$ cat config.mk
export PLATFORM = sky130hd
export DESIGN_NAME = shared_bus_mux
export DESIGN_NICKNAME = d
export VERILOG_FILES = /design/src/rtl/shared_bus_mux_pkg.sv /design/src/rtl/shared_bus_mux_bus_out_reg.sv /design/src/rtl/shared_bus_mux.sv
export SDC_FILE = /design/constraint.sdc
export NUM_CORES = 1
export LEC_CHECK = 0
export ABC_CLOCK_PERIOD_IN_PS = 2300
export BUFFER_PORTS_ARGS = -buffer_cell sky130_fd_sc_hd__buf_2
export CELL_PAD_IN_SITES_DETAIL_PLACEMENT = 1
export CELL_PAD_IN_SITES_GLOBAL_PLACEMENT = 2
export CORE_UTILIZATION = 30
export CTS_BUF_LIST = sky130_fd_sc_hd__clkbuf_8
export DETAILED_ROUTE_END_ITERATION = 8
export PLACE_DENSITY_LB_ADDON = 0.1
export SYNTH_ARGS = -nofsm -noshare
export SYNTH_HDL_FRONTEND = slang
export SYNTH_SLANG_ARGS = --single-unit
$ cat constraint.sdc
create_clock -name clock -period 2.3 [get_ports clock]
set_input_delay 0 -clock clock [delete_from_list [all_inputs] [get_ports clock]]
set_output_delay 0 -clock clock [all_outputs]
set_load 0.02 [all_outputs]
$ cat src/rtl/shared_bus_mux_pkg.sv
// Shared types and defaults for the shared_bus_mux write-bus owner.
// Optional parity output is enabled with SHARED_BUS_MUX_PARITY_EN.
package shared_bus_pkg;

    typedef enum logic [1:0] {
        IDLE    = 2'd0,
        OWN0    = 2'd1,
        OWN1    = 2'd2,
        RELEASE = 2'd3
    } state_e;

    localparam logic OWNER_0 = 1'b0;
    localparam logic OWNER_1 = 1'b1;

    localparam int unsigned DEF_DATA_W    = 8;
    localparam int unsigned DEF_BURST_MAX = 4;
    localparam int unsigned DEF_CNT_W     = 3;

    // Which client the current state belongs to; only meaningful in OWN0/OWN1.
    function automatic logic owner_of(input state_e s);
        return (s == OWN1) ? OWNER_1 : OWNER_0;
    endfunction

endpackage

$ cat src/rtl/shared_bus_mux_bus_out_reg.sv
// One-entry output register: holds a beat with stable data until the bus accepts it.
// With SHARED_BUS_MUX_PARITY_EN defined, also registers even parity of the data.
module bus_out_reg
    import shared_bus_pkg::*;
#(
    parameter int unsigned DATA_W = DEF_DATA_W
) (
    input  logic              clock,
    input  logic              reset,
    input  logic              load,
    input  logic [DATA_W-1:0] load_data,
    input  logic              bus_ready,
    output logic              bus_valid,
    output logic [DATA_W-1:0] bus_data
`ifdef SHARED_BUS_MUX_PARITY_EN
    ,
    output logic              bus_parity
`endif
);

    logic              valid_q, valid_d;
    logic [DATA_W-1:0] data_q, data_d;

    // A load only happens when the slot is empty or draining this cycle.
    always_comb begin
        valid_d = valid_q;
        data_d  = data_q;
        if (load) begin
            valid_d = 1'b1;
            data_d  = load_data;
        end else if (bus_ready) begin
            valid_d = 1'b0;
        end
    end

    always_ff @(posedge clock or posedge reset) begin
        if (reset) begin
            valid_q <= 1'b0;
            data_q  <= '0;
        end else begin
            valid_q <= valid_d;
            data_q  <= data_d;
        end
    end

    assign bus_valid = valid_q;
    assign bus_data  = data_q;

`ifdef SHARED_BUS_MUX_PARITY_EN
    logic parity_q, parity_d;

    always_comb begin
        parity_d = parity_q;
        if (load) begin
            parity_d = ^load_data;
        end
    end

    always_ff @(posedge clock or posedge reset) begin
        if (reset) begin
            parity_q <= 1'b0;
        end else begin
            parity_q <= parity_d;
        end
    end

    assign bus_parity = parity_q;
`endif

endmodule

$ cat src/rtl/shared_bus_mux.sv
// Gives the granted client ownership of the shared write bus and moves its beats.
// Define SHARED_BUS_MUX_PARITY_EN to add the registered bus_parity output.
module shared_bus_mux
    import shared_bus_pkg::*;
#(
    parameter int unsigned DATA_W    = DEF_DATA_W,
    parameter int unsigned BURST_MAX = DEF_BURST_MAX,
    parameter int unsigned CNT_W     = DEF_CNT_W
) (
    input  logic              clock,
    input  logic              reset,
    input  logic              gnt_0,
    input  logic              gnt_1,
    input  logic              c0_valid,
    input  logic [DATA_W-1:0] c0_data,
    input  logic              c0_last,
    output logic              c0_ready,
    input  logic              c1_valid,
    input  logic [DATA_W-1:0] c1_data,
    input  logic              c1_last,
    output logic              c1_ready,
    output logic              bus_valid,
    output logic [DATA_W-1:0] bus_data,
    input  logic              bus_ready,
`ifdef SHARED_BUS_MUX_PARITY_EN
    output logic              bus_parity,
`endif
    output logic              done_0,
    output logic              done_1,
    output logic              abort,
    output logic              err_both
);

    localparam logic [CNT_W:0] BURST_LIM = (CNT_W + 1)'(BURST_MAX);

    state_e           state_q, state_d;
    logic [CNT_W-1:0] count_q, count_d;
    logic [1:0]       done_q, done_d;
    logic             abort_q, abort_d;
    logic             err_both_q, err_both_d;

    logic [1:0]       gnt_a, valid_a, last_a, ready_a, accept_a;
    logic             owner;
    logic [CNT_W:0]   count_inc;
    logic             load;
    logic [DATA_W-1:0] load_data;

    assign gnt_a   = {gnt_1, gnt_0};
    assign valid_a = {c1_valid, c0_valid};
    assign last_a  = {c1_last, c0_last};
    assign owner   = owner_of(state_q);

    genvar gi;
    generate
        for (gi = 0; gi < 2; gi++) begin : g_client
            localparam state_e OWN_ST = (gi == 0) ? OWN0 : OWN1;
            assign ready_a[gi]  = (state_q == OWN_ST) && gnt_a[gi] && (!bus_valid || bus_ready);
            assign accept_a[gi] = valid_a[gi] && ready_a[gi];
        end
    endgenerate

    assign load      = |accept_a;
    assign load_data = (owner == OWNER_1) ? c1_data : c0_data;
    assign count_inc = {1'b0, count_q} + (CNT_W + 1)'(1);

    always_comb begin
        state_d    = state_q;
        count_d    = count_q;
        done_d     = 2'b00;
        abort_d    = 1'b0;
        err_both_d = err_both_q | (gnt_0 & gnt_1);
        case (state_q)
            IDLE: begin
                // Client 0 wins a tie; a grant without valid data is ignored.
                if (gnt_0 && c0_valid) begin
                    state_d = OWN0;
                end else if (gnt_1 && c1_valid) begin
                    state_d = OWN1;
                end
            end
            OWN0, OWN1: begin
                if (!gnt_a[owner]) begin
                    state_d        = RELEASE;
                    done_d[owner]  = 1'b1;
                    abort_d        = 1'b1;
                    count_d        = '0;
                end else if (accept_a[owner]) begin
                    if (last_a[owner] || (count_inc == BURST_LIM)) begin
                        state_d       = RELEASE;
                        done_d[owner] = 1'b1;
                        count_d       = '0;
                    end else begin
                        count_d = count_inc[CNT_W-1:0];
                    end
                end
            end
            RELEASE: state_d = IDLE;
            default: state_d = IDLE;
        endcase
    end

    always_ff @(posedge clock or posedge reset) begin
        if (reset) begin
            state_q    <= IDLE;
            count_q    <= '0;
            done_q     <= 2'b00;
            abort_q    <= 1'b0;
            err_both_q <= 1'b0;
        end else begin
            state_q    <= state_d;
            count_q    <= count_d;
            done_q     <= done_d;
            abort_q    <= abort_d;
            err_both_q <= err_both_d;
        end
    end

    bus_out_reg #(
        .DATA_W(DATA_W)
    ) u_bus_out_reg (
        .clock     (clock),
        .reset     (reset),
        .load      (load),
        .load_data (load_data),
        .bus_ready (bus_ready),
        .bus_valid (bus_valid),
        .bus_data  (bus_data)
`ifdef SHARED_BUS_MUX_PARITY_EN
        ,
        .bus_parity(bus_parity)
`endif
    );

    assign c0_ready = ready_a[0];
    assign c1_ready = ready_a[1];
    assign done_0   = done_q[0];
    assign done_1   = done_q[1];
    assign abort    = abort_q;
    assign err_both = err_both_q;

endmodule

==> results of run 1 <==
-- report_power, final --
group	switching [mW]	internal [mW]	total, mW
clock	0.102	0.116	0.218
sequential	0.0727	0.453	0.526
combinational	0.667	0.479	1.15
-- Yosys cell counts, types with 2 or more instances --
master	instances
sky130_fd_sc_hd__o21ai_1	3
sky130_fd_sc_hd__mux2i_1	9
sky130_fd_sc_hd__nand2_1	8
sky130_fd_sc_hd__ha_1	6
sky130_fd_sc_hd__inv_1	4
sky130_fd_sc_hd__a21oi_4	2
sky130_fd_sc_hd__buf_2	2
sky130_fd_sc_hd__nand2b_1	2
sky130_fd_sc_hd__and3_1	2
sky130_fd_sc_hd__dfrtp_1	18
sky130_fd_sc_hd__a21oi_1	8
sky130_fd_sc_hd__a221oi_1	2
sky130_fd_sc_hd__nor3_1	4
sky130_fd_sc_hd__nor2_1	11
sky130_fd_sc_hd__a22oi_1	2
-- critical path: cells and delay by family (launching register included) --
kind	cells	cell delay, ns
compound gates	3	0.68
flops	1	0.38
fa+ha+maj	1	0.38
simple gates	2	0.25
buf+inv	1	0.14
-- sequential cells by signal, indices dropped and copies added, names as in the netlist --
register and cells:
u_bus_out_reg.bus_data 8, count_q 3, done_q 2, state_q 2
abort 1, err_both 1, u_bus_out_reg.bus_valid 1
-- cell usage in the layout (no fill, tap or decap), types with 2 or more instances in the layout --
| cell type | n |
|---|---|
| sky130_fd_sc_hd__a21oi_1 | 8 |
| sky130_fd_sc_hd__a21oi_4 | 2 |
| sky130_fd_sc_hd__a221oi_1 | 2 |
| sky130_fd_sc_hd__a22oi_1 | 2 |
| sky130_fd_sc_hd__and3_1 | 2 |
| sky130_fd_sc_hd__buf_2 | 39 |
| sky130_fd_sc_hd__buf_4 | 2 |
| sky130_fd_sc_hd__clkbuf_8 | 3 |
| sky130_fd_sc_hd__dfrtp_1 | 18 |
| sky130_fd_sc_hd__ha_1 | 6 |
| sky130_fd_sc_hd__inv_1 | 4 |
| sky130_fd_sc_hd__mux2i_1 | 9 |
| sky130_fd_sc_hd__nand2_1 | 8 |
| sky130_fd_sc_hd__nand2b_1 | 2 |
| sky130_fd_sc_hd__nor2_1 | 11 |
| sky130_fd_sc_hd__nor3_1 | 4 |
| sky130_fd_sc_hd__o21ai_1 | 3 |
-- per-stage QoR --
step,hold WS [ns],setup slack [ns]
floorplan,-0.0614,0.588
global placement,0.171,0.479
detailed placement,0.169,0.350
CTS,0.0430,0.335
global route,0.0535,0.232
finish,0.0376,0.361
-- final cells by class --
cell class / count / area share
multi-input combinational: 80 / 0.432
sequential: 18 / 0.325
tap: 46 / 0.0415
inverter: 5 / 0.0135
clock buffer: 3 / 0.0298
timing repair buffer: 42 / 0.159
-- cells by family after synthesis --
group	share of synthesized area
AOI/OAI and AO/OA	0.191
DFF	0.415
muxes	0.0968
and+or+nand+nor	0.195
adders and majority gates	0.0691
buffers and inverters	0.0334
-- metal layers --
metal | track usage | wire [um] | vias to the layer above | part of all wire
met5 | 0 | 0 | - | 0
met4 | 0.0610 | 16 | 0 | 0.0063
met3 | 0.0276 | 109 | 2 | 0.043
met2 | 0.239 | 1190 | 26 | 0.47
met1 | 0.199 | 1210 | 426 | 0.48
li1 | - | - | 458 | -
-- final timing paths --
| check | from | to | slack [ns] | cells past startpoint |
|---|---|---|---|---|
| worst max register to register | state_q[0] | count_q[0] | 0.36 | 7 |
| worst min-delay path | gnt_1 | err_both | 0.04 | 2 |
| worst max-delay path | state_q[0] | count_q[0] | 0.36 | 7 |
| max in group asynchronous | reset | state_q[0] | 1.44 | 3 |
| worst min register to register | err_both | err_both | 0.46 | 1 |
| min in group asynchronous | reset | u_bus_out_reg.bus_data[1] | 0.41 | 3 |
-- timing repair --
item | in CTS | in global routing
hold endpoints to repair | 18 | 0
hold buffers | 1 | 0
endpoints found under the setup margin | 0 | 0
==> metrics.md, run 1 <==
| Metric | Value |
|---|---|
| Status | `finished clean` |
| Crit path capture type | `register` |
| Insertion delay to the later sink of the worst-skew pair | `between 0.2 and 0.3 ns` |
| Final Max Slew Viols | `0` |
| Grt total ovfl | `0` |
| Clock period minus worst slack | `1.94 ns` |
| Synthesized instance count | `about 110` |
| Fraction of layout instances using a drive strength above 1 | `0.405` |
| Fmax | `516 MHz` |
| Max-Cap Viols | `0` |
| Width of the die | `62.2 um` |
| Register cell area after layout | `~450 um2` |
| Required time worst endpoint | `roughly 2.4 ns` |
| Critical-path cell with the highest stage delay | `sky130_fd_sc_hd__dfrtp_1` |
| Count of cell types in the netlist | `38` |
| Largest net degree at the start of global routing | `19` |
| Maximum clock skew at final layout | `around 0.00096 ns` |
| Register bit count reported by yosys | `18` |
| Per-instance average area after synthesis | `10.2 um2` |
| Clock root cell | `sky130_fd_sc_hd__clkbuf_8` |
| Ports placed on the boundary | `40` |
| Instance area at placement | `roughly 1300 um2` |
| Final-stage net count | `181` |
| Synthesized area | `~1100 um2` |
| Global-route total usage across every layer | `0.150` |
| Final std cells w/o fill | `just under 200` |
| Tightest Hold Check Type | `input port to register` |
| Total CTS buffers | `3` |
| Via count of the first global-routing pass | `968` |
| Total of buffers placed on input and output ports | `39` |
| Clock slew at reported path FFs | `approximately 0.07 ns` |
| Post-route ant nets | `0` |
| Hold Vio Cnt, Final | `0` |
| Finish-stage setup viols | `0` |
| 1st-pass router iterations | `5` |
| Global-route wire length before repair | `4640 um` |
| Initial antenna violation count | `0` |
| Core ar. | `between 3000 and 4000 um2` |
| Leading area contributor after synthesis | `sky130_fd_sc_hd__dfrtp_1` |
| Post-synth top flop | `sky130_fd_sc_hd__dfrtp_1` |
| DR WL/cell | `around 13 um` |
| Iteration-0 DRC count of the detailed router | `28` |
| Post-synth net total | `~140` |
| Die footprint | `a little under 4000 um2` |
| Maximum vdd drop | `roughly 580 uV` |
| Worst EP arrival | `roughly 2.1 ns` |
| Async set-or-reset flop fraction in the synthesized netlist | `1.00` |
| Yosys Warn Count | `0` |
| Antenna diode count | `0` |
| Effective utilization at floorplan | `0.320` |
| Area used by multi-input combinational logic | `about 600 um2` |
| Number of flops mapped to enable cells by yosys | `0` |
| Buffers from clock root to sink, at most | `2` |
| Static Leakage | `slightly below 0.7 nW` |
| Worst slew pin tran | `~0.7 ns` |
| Final Power | `approximately 1.9 mW` |
| Post-cts resize count | `0` |
| Number of placement rows | `21` |
| Post-Route Setup TNS | `0 ns` |
| Estimated wirelength of the detail-placed design | `1990 um` |
| Setup repair after global routing missed its margin | `no` |
| Via total after detailed routing | `912` |
| Routability-driven placement congestion ratio | `roughly 0.8` |
| Number of filler instances in the final layout | `approximately 410` |
| Chain of cells forming the critical path | `inv_1 > ha_1 > nand2_1 > o2bb2ai_2 > o21ai_2 > nor3_1 > a21o_1` |
| Portion of synthesized cell area occupied by the leading cell type | `0.415` |
| Signed area change from the synthesized netlist to the final layout | `27.8%` |
| CTS H-tree depth | `1` |
| Final clock period utilization by the worst path | `0.843` |
| Height of the die | `between 60 and 70 um` |
| Post-route cell area | `1390 um2` |
| Pwr/cell area | `between 1000 and 1500 nW/um2` |
| Biggest area contributors in the synthesized netlist | `sky130_fd_sc_hd__dfrtp_1 41%, sky130_fd_sc_hd__mux2i_1 8.3%, sky130_fd_sc_hd__ha_1 6.9%` |
| Post-CTS setup buffers | `0` |
| Crit-path max FO | `8` |
| Clock sink count | `18` |
| Detail-routed via count per cell | `approximately 4.7` |
| Clock tree from TritonCTS | `yes` |
| Path type of the worst setup path | `register to register` |
| Worst path max stage delay | `between 0.3 and 0.4 ns` |
| Post-layout util | `0.409` |
| Number of placed instances with taps included | `between 150 and 200` |
| Startpoint kind of the worst setup timing path | `register` |
| Fraction of the yosys area taken by sequential cells | `0.415` |
| Total detailed-routing wirelength | `between 2000 and 3000 um` |
| Worst slew margin relative to its limit | `0.520` |
| Post-route DRC | `0` |
Power figures use the tool's default switching activity.
==> inputs of run 2 (changes only) <==
--- a/config.mk
+++ b/config.mk
@@ -5,11 +5,11 @@
 export SDC_FILE = /design/constraint.sdc
 export NUM_CORES = 1
 export LEC_CHECK = 0
-export ABC_CLOCK_PERIOD_IN_PS = 2300
+export ABC_CLOCK_PERIOD_IN_PS = 1700
 export BUFFER_PORTS_ARGS = -buffer_cell sky130_fd_sc_hd__buf_2
 export CELL_PAD_IN_SITES_DETAIL_PLACEMENT = 1
 export CELL_PAD_IN_SITES_GLOBAL_PLACEMENT = 2
-export CORE_UTILIZATION = 30
+export CORE_UTILIZATION = 27
 export CTS_BUF_LIST = sky130_fd_sc_hd__clkbuf_8
 export DETAILED_ROUTE_END_ITERATION = 8
 export PLACE_DENSITY_LB_ADDON = 0.1
==> constraint.sdc (replaced) <==
create_clock -name clock -period 1.7 [get_ports clock]
set_input_delay 0 -clock clock [delete_from_list [all_inputs] [get_ports clock]]
set_output_delay 0 -clock clock [all_outputs]
set_load 0.02 [all_outputs]
==> metrics.md, run 2 (synthesis results as in run 1) <==
| Metric | Value |
|---|---|
| Path type of the worst setup path | `register to register` |
| Effective utilization at floorplan | `0.288 (-0.0324)` |
| Number of flip-flops under the largest register name | `8 (unchanged)` |
| Number of placement rows | `22 (+4.8%)` |
| Violations in the final reports | `setup timing` |
| Status | `finished, violations left` |
| Iteration-0 DRC count of the detailed router | `35 (+25%)` |
| Largest net degree at the start of global routing | `19 (unchanged)` |
| Grt total ovfl | `0 (unchanged)` |
| Internal power contribution | `1.92 mW (+83%)` |
| Number of filler instances in the final layout | `437 (+5.8%)` |
| Insertion delay to the later sink of the worst-skew pair | `0.25 ns (about the same)` |
| Global-route wire length before repair | `4650 um (+0.15%)` |
| Clock tree from TritonCTS | `yes` |
| Finish-stage setup viols | `1 (+1)` |
| Worst EP arrival | `1.93 ns (-0.15 ns)` |
| Clock slew at reported path FFs | `0.07 ns (about the same)` |
| Hold Vio Cnt, Final | `0 (unchanged)` |
| Final-stage net count | `195 (+7.7%)` |
| Total detailed-routing wirelength | `2980 um (+18%)` |
| Most frequent cells in the layout | `39 x sky130_fd_sc_hd__buf_2, 18 x sky130_fd_sc_hd__dfrtp_1, 13 x sky130_fd_sc_hd__buf_4` |
| Post-route DRC | `0 (unchanged)` |
| Via count of the first global-routing pass | `940 (-2.9%)` |
| Worst setup margin | `-0.0371 ns (-0.398 ns)` |
| Max-Cap Viols | `0 (unchanged)` |
| Sw Pwr | `1.41 mW (+68%)` |
| Detail-routed via count per cell | `4.72 (+0.31%)` |
| Worst slew pin tran | `0.713 ns (-0.00595 ns)` |
| CTS H-tree depth | `1 (unchanged)` |
| Crit path capture type | `register` |
| Initial antenna violation count | `0 (unchanged)` |
| Fmax | `576 MHz (+12%)` |
| Height of the die | `65.4 um (+5.2%)` |
| Worst slew margin relative to its limit | `0.524 (+0.00397)` |
| Static Leakage | `0.765 nW (+13%)` |
| Number of placed instances with taps included | `200 (+5.3%)` |
| Power share of the sequential group | `0.215 (-0.063)` |
| Crit-path max FO | `4 (-4)` |
| Part of the total power dissipated in the clock network | `0.107 (-0.008)` |
| Maximum vdd drop | `1010 uV (+74%)` |
| Setup repair after global routing missed its margin | `yes` |
| Tightest Hold Check Type | `input port to register` |
| Clock period minus worst slack | `1.74 ns (-0.202 ns)` |
| Fraction of layout instances using a drive strength above 1 | `0.540 (+0.134)` |
| 1st-pass router iterations | `4 (-1)` |
| Register cell area after layout | `450 um2 (unchanged)` |
| Post-place setup slack | `-0.107 ns (-0.457 ns)` |
| Startpoint kind of the worst setup timing path | `register` |
| Clock sink count | `18 (unchanged)` |
| DR WL/cell | `14.1 um (+8.5%)` |
| Die footprint | `4280 um2 (+11%)` |
| Via total after detailed routing | `995 (+9.1%)` |
| Maximum clock skew at final layout | `0.00278 ns (+0.00182 ns)` |
| Global-route total usage across every layer | `0.142 (-0.00735)` |
| Estimated wirelength of the detail-placed design | `2170 um (+8.8%)` |
| Routability-driven placement congestion ratio | `0.829 (+2.8%)` |
| Signed area change from the synthesized netlist to the final layout | `51.5%` |
| Pwr/cell area | `2020 nW/um2 (+49%)` |
| Final Max Slew Viols | `0 (unchanged)` |
| Final clock period utilization by the worst path | `1.02 (+0.179)` |
| Total of buffers placed on input and output ports | `39 (unchanged)` |
| Commonest non-fill, non-tap cell in the layout | `sky130_fd_sc_hd__buf_2` |
| Post-route ant nets | `0 (unchanged)` |
| Power share of the combinational group | `0.678 (+0.072)` |
| Final std cells w/o fill | `211 (+8.8%)` |
| Buffers from clock root to sink, at most | `2 (unchanged)` |
| Total CTS buffers | `3 (unchanged)` |
| Proportion of total power due to net switching | `0.424 (-0.0212)` |
| Clock root cell | `sky130_fd_sc_hd__clkbuf_8` |
| Area used by multi-input combinational logic | `713 um2 (+19%)` |
| Width of the die | `65.4 um (+5.2%)` |
| Core ar. | `3770 um2 (+11%)` |
| Required time worst endpoint | `1.90 ns (-0.54 ns)` |
| Ports placed on the boundary | `40 (unchanged)` |
| Antenna diode count | `0 (unchanged)` |
-- run 2: cell types whose count changed in the layout (fill, tap and decap cells not counted), moves of 3 or more --
cell | previous run | this run
sky130_fd_sc_hd__ha_1 | 6 | 2
sky130_fd_sc_hd__buf_4 | 2 | 13
sky130_fd_sc_hd__ha_4 | 0 | 3
sky130_fd_sc_hd__inv_1 | 4 | 1
-- run 2: worst max-delay path: stages (launching register included) --
cell and delay [ns]:
sky130_fd_sc_hd__dfrtp_1 0.37, sky130_fd_sc_hd__inv_2 0.07, sky130_fd_sc_hd__buf_6 0.13, sky130_fd_sc_hd__ha_4 0.29, sky130_fd_sc_hd__inv_4 0.04, sky130_fd_sc_hd__a221oi_4 0.32
sky130_fd_sc_hd__o21ai_1 0.11, sky130_fd_sc_hd__mux2_4 0.29, sky130_fd_sc_hd__nand2_2 0.06
-- run 2: layout make-up --
type / count / area share
multi-input combinational: 80 / 0.433
sequential: 18 / 0.274
tap: 48 / 0.0365
clock buffer: 4 / 0.0335
inverter: 5 / 0.0129
timing repair buffer: 56 / 0.210
-- run 2: final timing paths --
kind                                             endpoint  cells past startpoint  slack, ns       start
worst max-delay path                           state_q[1]                      8      -0.04  state_q[0]
max in group asynchronous       u_bus_out_reg.bus_data[5]                      3       0.84       reset
min in group asynchronous                       done_q[1]                      3       0.41       reset
worst max register to register                 state_q[1]                      8      -0.04  state_q[0]
worst min register to register                   err_both                      1       0.48    err_both
worst min-delay path                             err_both                      2       0.03       gnt_1
-- run 2: what timing repair did --
| action | in CTS | in global routing |
|---|---|---|
| gates resized for setup | 8 | 15 |
| buffers inserted | 1 | 5 |
| pin swaps | 1 | 5 |
| hold endpoints to repair | 18 | 0 |
| endpoints found under the setup margin | 4 | 7 |
| hold buffers | 1 | 0 |
-- run 2: metal layers --
metal  routed length [um]  part of all wire  vias to the layer above  track usage
li1                     -                 -                      492            -
met1                 1330              0.45                      475        0.197
met2                 1490              0.50                       26        0.226
met3                  150             0.050                        2       0.0260
met4                   14            0.0047                        0       0.0408
met5                    0                 0                        -            0
-- run 2: power by group through the flow --
| stage | Combinational [mW] | Clock [mW] | Sequential, mW |
|---|---|---|---|
| floorplan | 1.01 | 0 | 0.877 |
| global placement | 1.72 | 0 | 0.712 |
| detailed placement | 1.73 | 0 | 0.720 |
| CTS | 1.87 | 0.372 | 0.711 |
| global route | 2.47 | 0.386 | 0.738 |
| finish | 2.26 | 0.356 | 0.715 |
-- run 2: through the flow --
stage	power, mW	utilization	TNS [ns]	area (um2)	hold slack (ns)
4_1_cts	2.95	0.401	0	1510	0.0228
2_1_floorplan	1.89	-	0	1090	-0.0614
6_report	3.33	0.436	-0.0371	1650	0.0281
5_1_grt	3.59	0.436	-0.222	1650	0.0280
3_3_place_gp	2.43	0.371	-0.209	1400	0.161
3_5_place_dp	2.45	0.371	-0.190	1400	0.175
==> inputs of run 3 (changes only) <==
--- a/config.mk
+++ b/config.mk
@@ -12,7 +12,7 @@
 export CORE_UTILIZATION = 27
 export CTS_BUF_LIST = sky130_fd_sc_hd__clkbuf_8
 export DETAILED_ROUTE_END_ITERATION = 8
-export PLACE_DENSITY_LB_ADDON = 0.1
+export PLACE_DENSITY = 0.79
 export SYNTH_ARGS = -nofsm -noshare
 export SYNTH_HDL_FRONTEND = slang
 export SYNTH_SLANG_ARGS = --single-unit
==> metrics.md, run 3 (synthesis results as in run 1) <==
| Metric | Value |
|---|---|
| Ports placed on the boundary | `40 (unchanged)` |
| Violations in the final reports | `setup timing` |
| Estimated wirelength of the detail-placed design | `2120 um (-2.1%)` |
| Hold Vio Cnt, Final | `0 (unchanged)` |
| Height of the die | `65.4 um (unchanged)` |
| Buffers from clock root to sink, at most | `2 (unchanged)` |
| Total CTS buffers | `3 (unchanged)` |
| Most frequent cells in the layout | `39 x sky130_fd_sc_hd__buf_2, 19 x sky130_fd_sc_hd__buf_4, 17 x sky130_fd_sc_hd__dfrtp_1` |
| Number of placed instances with taps included | `202 (+1.0%)` |
| Final std cells w/o fill | `218 (+3.3%)` |
| DR WL/cell | `14.5 um (+2.4%)` |
| Initial antenna violation count | `0 (unchanged)` |
| Final Max Slew Viols | `0 (unchanged)` |
| Crit-path max FO | `3 (-1)` |
| Crit path capture type | `register` |
| Width of the die | `65.4 um (unchanged)` |
| Iteration-0 DRC count of the detailed router | `43 (+23%)` |
| Setup repair after global routing missed its margin | `yes` |
| Pwr/cell area | `2080 nW/um2 (+2.7%)` |
| Required time worst endpoint | `1.90 ns (about the same)` |
| Startpoint kind of the worst setup timing path | `register` |
| Proportion of total power due to net switching | `0.419 (-0.00482)` |
| Tightest Hold Check Type | `input port to register` |
| Clock tree from TritonCTS | `yes` |
| Global-route total usage across every layer | `0.150 (+0.00788)` |
| Clock sink count | `18 (unchanged)` |
| Max-Cap Viols | `0 (unchanged)` |
| Total detailed-routing wirelength | `3150 um (+5.8%)` |
| Reg2Reg Setup Slack | `-0.02 ns (about the same)` |
| Worst setup margin | `-0.0239 ns (+0.0132 ns)` |
| 1st-pass router iterations | `3 (-1)` |
| Hold Path Stages | `2 (unchanged)` |
| Finish-stage setup viols | `2 (+1)` |
| Core ar. | `3770 um2 (unchanged)` |
| Final clock period utilization by the worst path | `1.01 (-0.00777)` |
| Antenna diode count | `0 (unchanged)` |
| Clock slew at reported path FFs | `0.07 ns (about the same)` |
| Final-stage net count | `202 (+3.6%)` |
| Post-Route Setup TNS | `-0.0434 ns (-0.00629 ns)` |
| Worst EP arrival | `1.93 ns (about the same)` |
| Post-route ant nets | `0 (unchanged)` |
| Routability-driven placement congestion ratio | `0.733 (-11%)` |
| Sw Pwr | `1.53 mW (+7.9%)` |
| Power share of the combinational group | `0.699 (+0.021)` |
| CTS H-tree depth | `1 (unchanged)` |
| Maximum vdd drop | `752 uV (-26%)` |
| Grt total ovfl | `0 (unchanged)` |
| Path type of the worst setup path | `register to register` |
| Number of flip-flops under the largest register name | `8 (unchanged)` |
| Global-route wire length before repair | `4840 um (+4.2%)` |
| Part of the total power dissipated in the clock network | `0.099 (-0.008)` |
| Via count of the first global-routing pass | `1029 (+9.5%)` |
| Commonest non-fill, non-tap cell in the layout | `sky130_fd_sc_hd__buf_2` |
| Status | `finished, violations left` |
| Effective utilization at floorplan | `0.288 (unchanged)` |
| Clock period minus worst slack | `1.72 ns (-0.0132 ns)` |
| Power share of the sequential group | `0.201 (-0.014)` |
| Number of placement rows | `22 (unchanged)` |
| Maximum clock skew at final layout | `0.00217 ns (-0.000609 ns)` |
| Die footprint | `4280 um2 (unchanged)` |
| Total of buffers placed on input and output ports | `39 (unchanged)` |
| Detail-routed via count per cell | `4.77 (+1.1%)` |
| Via total after detailed routing | `1039 (+4.4%)` |
| Worst slew pin tran | `0.699 ns (-0.0141 ns)` |
| Insertion delay to the later sink of the worst-skew pair | `0.26 ns (about the same)` |
| Largest net degree at the start of global routing | `19 (unchanged)` |
| Post-layout util | `0.464 (+0.0272)` |
| Signed area change from the synthesized netlist to the final layout | `60.9%` |
| Static Leakage | `0.813 nW (+6.3%)` |
| Internal power contribution | `2.11 mW (+10%)` |
| Fraction of layout instances using a drive strength above 1 | `0.594 (+0.0542)` |
| Path depth of the worst reg2reg path | `8 (unchanged)` |
| Clock root cell | `sky130_fd_sc_hd__clkbuf_8` |
| Worst slew margin relative to its limit | `0.533 (+0.00939)` |
| Fmax | `580 MHz (+0.77%)` |
| Post-route DRC | `0 (unchanged)` |
| Worst hold margin | `0.0200 ns (-0.00808 ns)` |
| Final Power | `3.64 mW (+9.1%)` |
[run 3: worst max-delay path: stages, from the launching register on]
cell and delay (ns):
sky130_fd_sc_hd__dfrtp_1 0.37, sky130_fd_sc_hd__inv_2 0.07, sky130_fd_sc_hd__buf_12 0.13, sky130_fd_sc_hd__ha_4 0.28, sky130_fd_sc_hd__inv_4 0.04, sky130_fd_sc_hd__a221oi_4 0.31, sky130_fd_sc_hd__o21ai_1 0.12, sky130_fd_sc_hd__mux2_4 0.29
sky130_fd_sc_hd__nand2_2 0.05
[run 3: final timing paths]
path / endpoint / startpoint
worst min register to register: err_both / err_both
min in group asynchronous: count_q[0] / reset
worst max-delay path: state_q[1] / state_q[0]
max in group asynchronous: state_q[1] / reset
worst max register to register: state_q[1] / state_q[0]
worst min-delay path: err_both / gnt_1
[run 3: cell type report]
class                      count  area [um2]
tap                           48        60.1
timing repair buffer          63         410
clock buffer                   4        55.1
fill                         426        2020
inverter                       5        23.8
sequential                    18         452
multi-input combinational     80         747
[run 3: routing by layer]
metal	vias to the layer above	GRT usage	part of all wire
li1	503	-	-
met3	5	0.0399	0.042
met1	503	0.191	0.44
met4	0	0.0489	0.011
met5	-	0	0
met2	28	0.246	0.51
[run 3: power by group through the flow]
stage          registers [mW]  logic (mW)  clock network [mW]
5_1_grt                 0.754        2.72               0.390
6_report                0.732        2.54               0.361
3_5_place_dp            0.718        1.80                   0
2_1_floorplan           0.877        1.01                   0
4_1_cts                 0.721        1.99               0.372
3_3_place_gp            0.711        1.76                   0
[run 3: repair_timing]
action,in CTS,in global routing
setup buffers,1,10
pin swaps,1,7
resized for setup,7,25
endpoints found under the hold margin,18,0
hold buffers,1,0
endpoints found under the setup margin,15,8
[run 3: through the flow]
stage	setup WS [ns]	cell area, um2
2_1_floorplan	0.00417	1090
3_3_place_gp	-0.0682	1430
3_5_place_dp	-0.0806	1430
4_1_cts	0.00525	1560
5_1_grt	-0.103	1750
6_report	-0.0239	1750
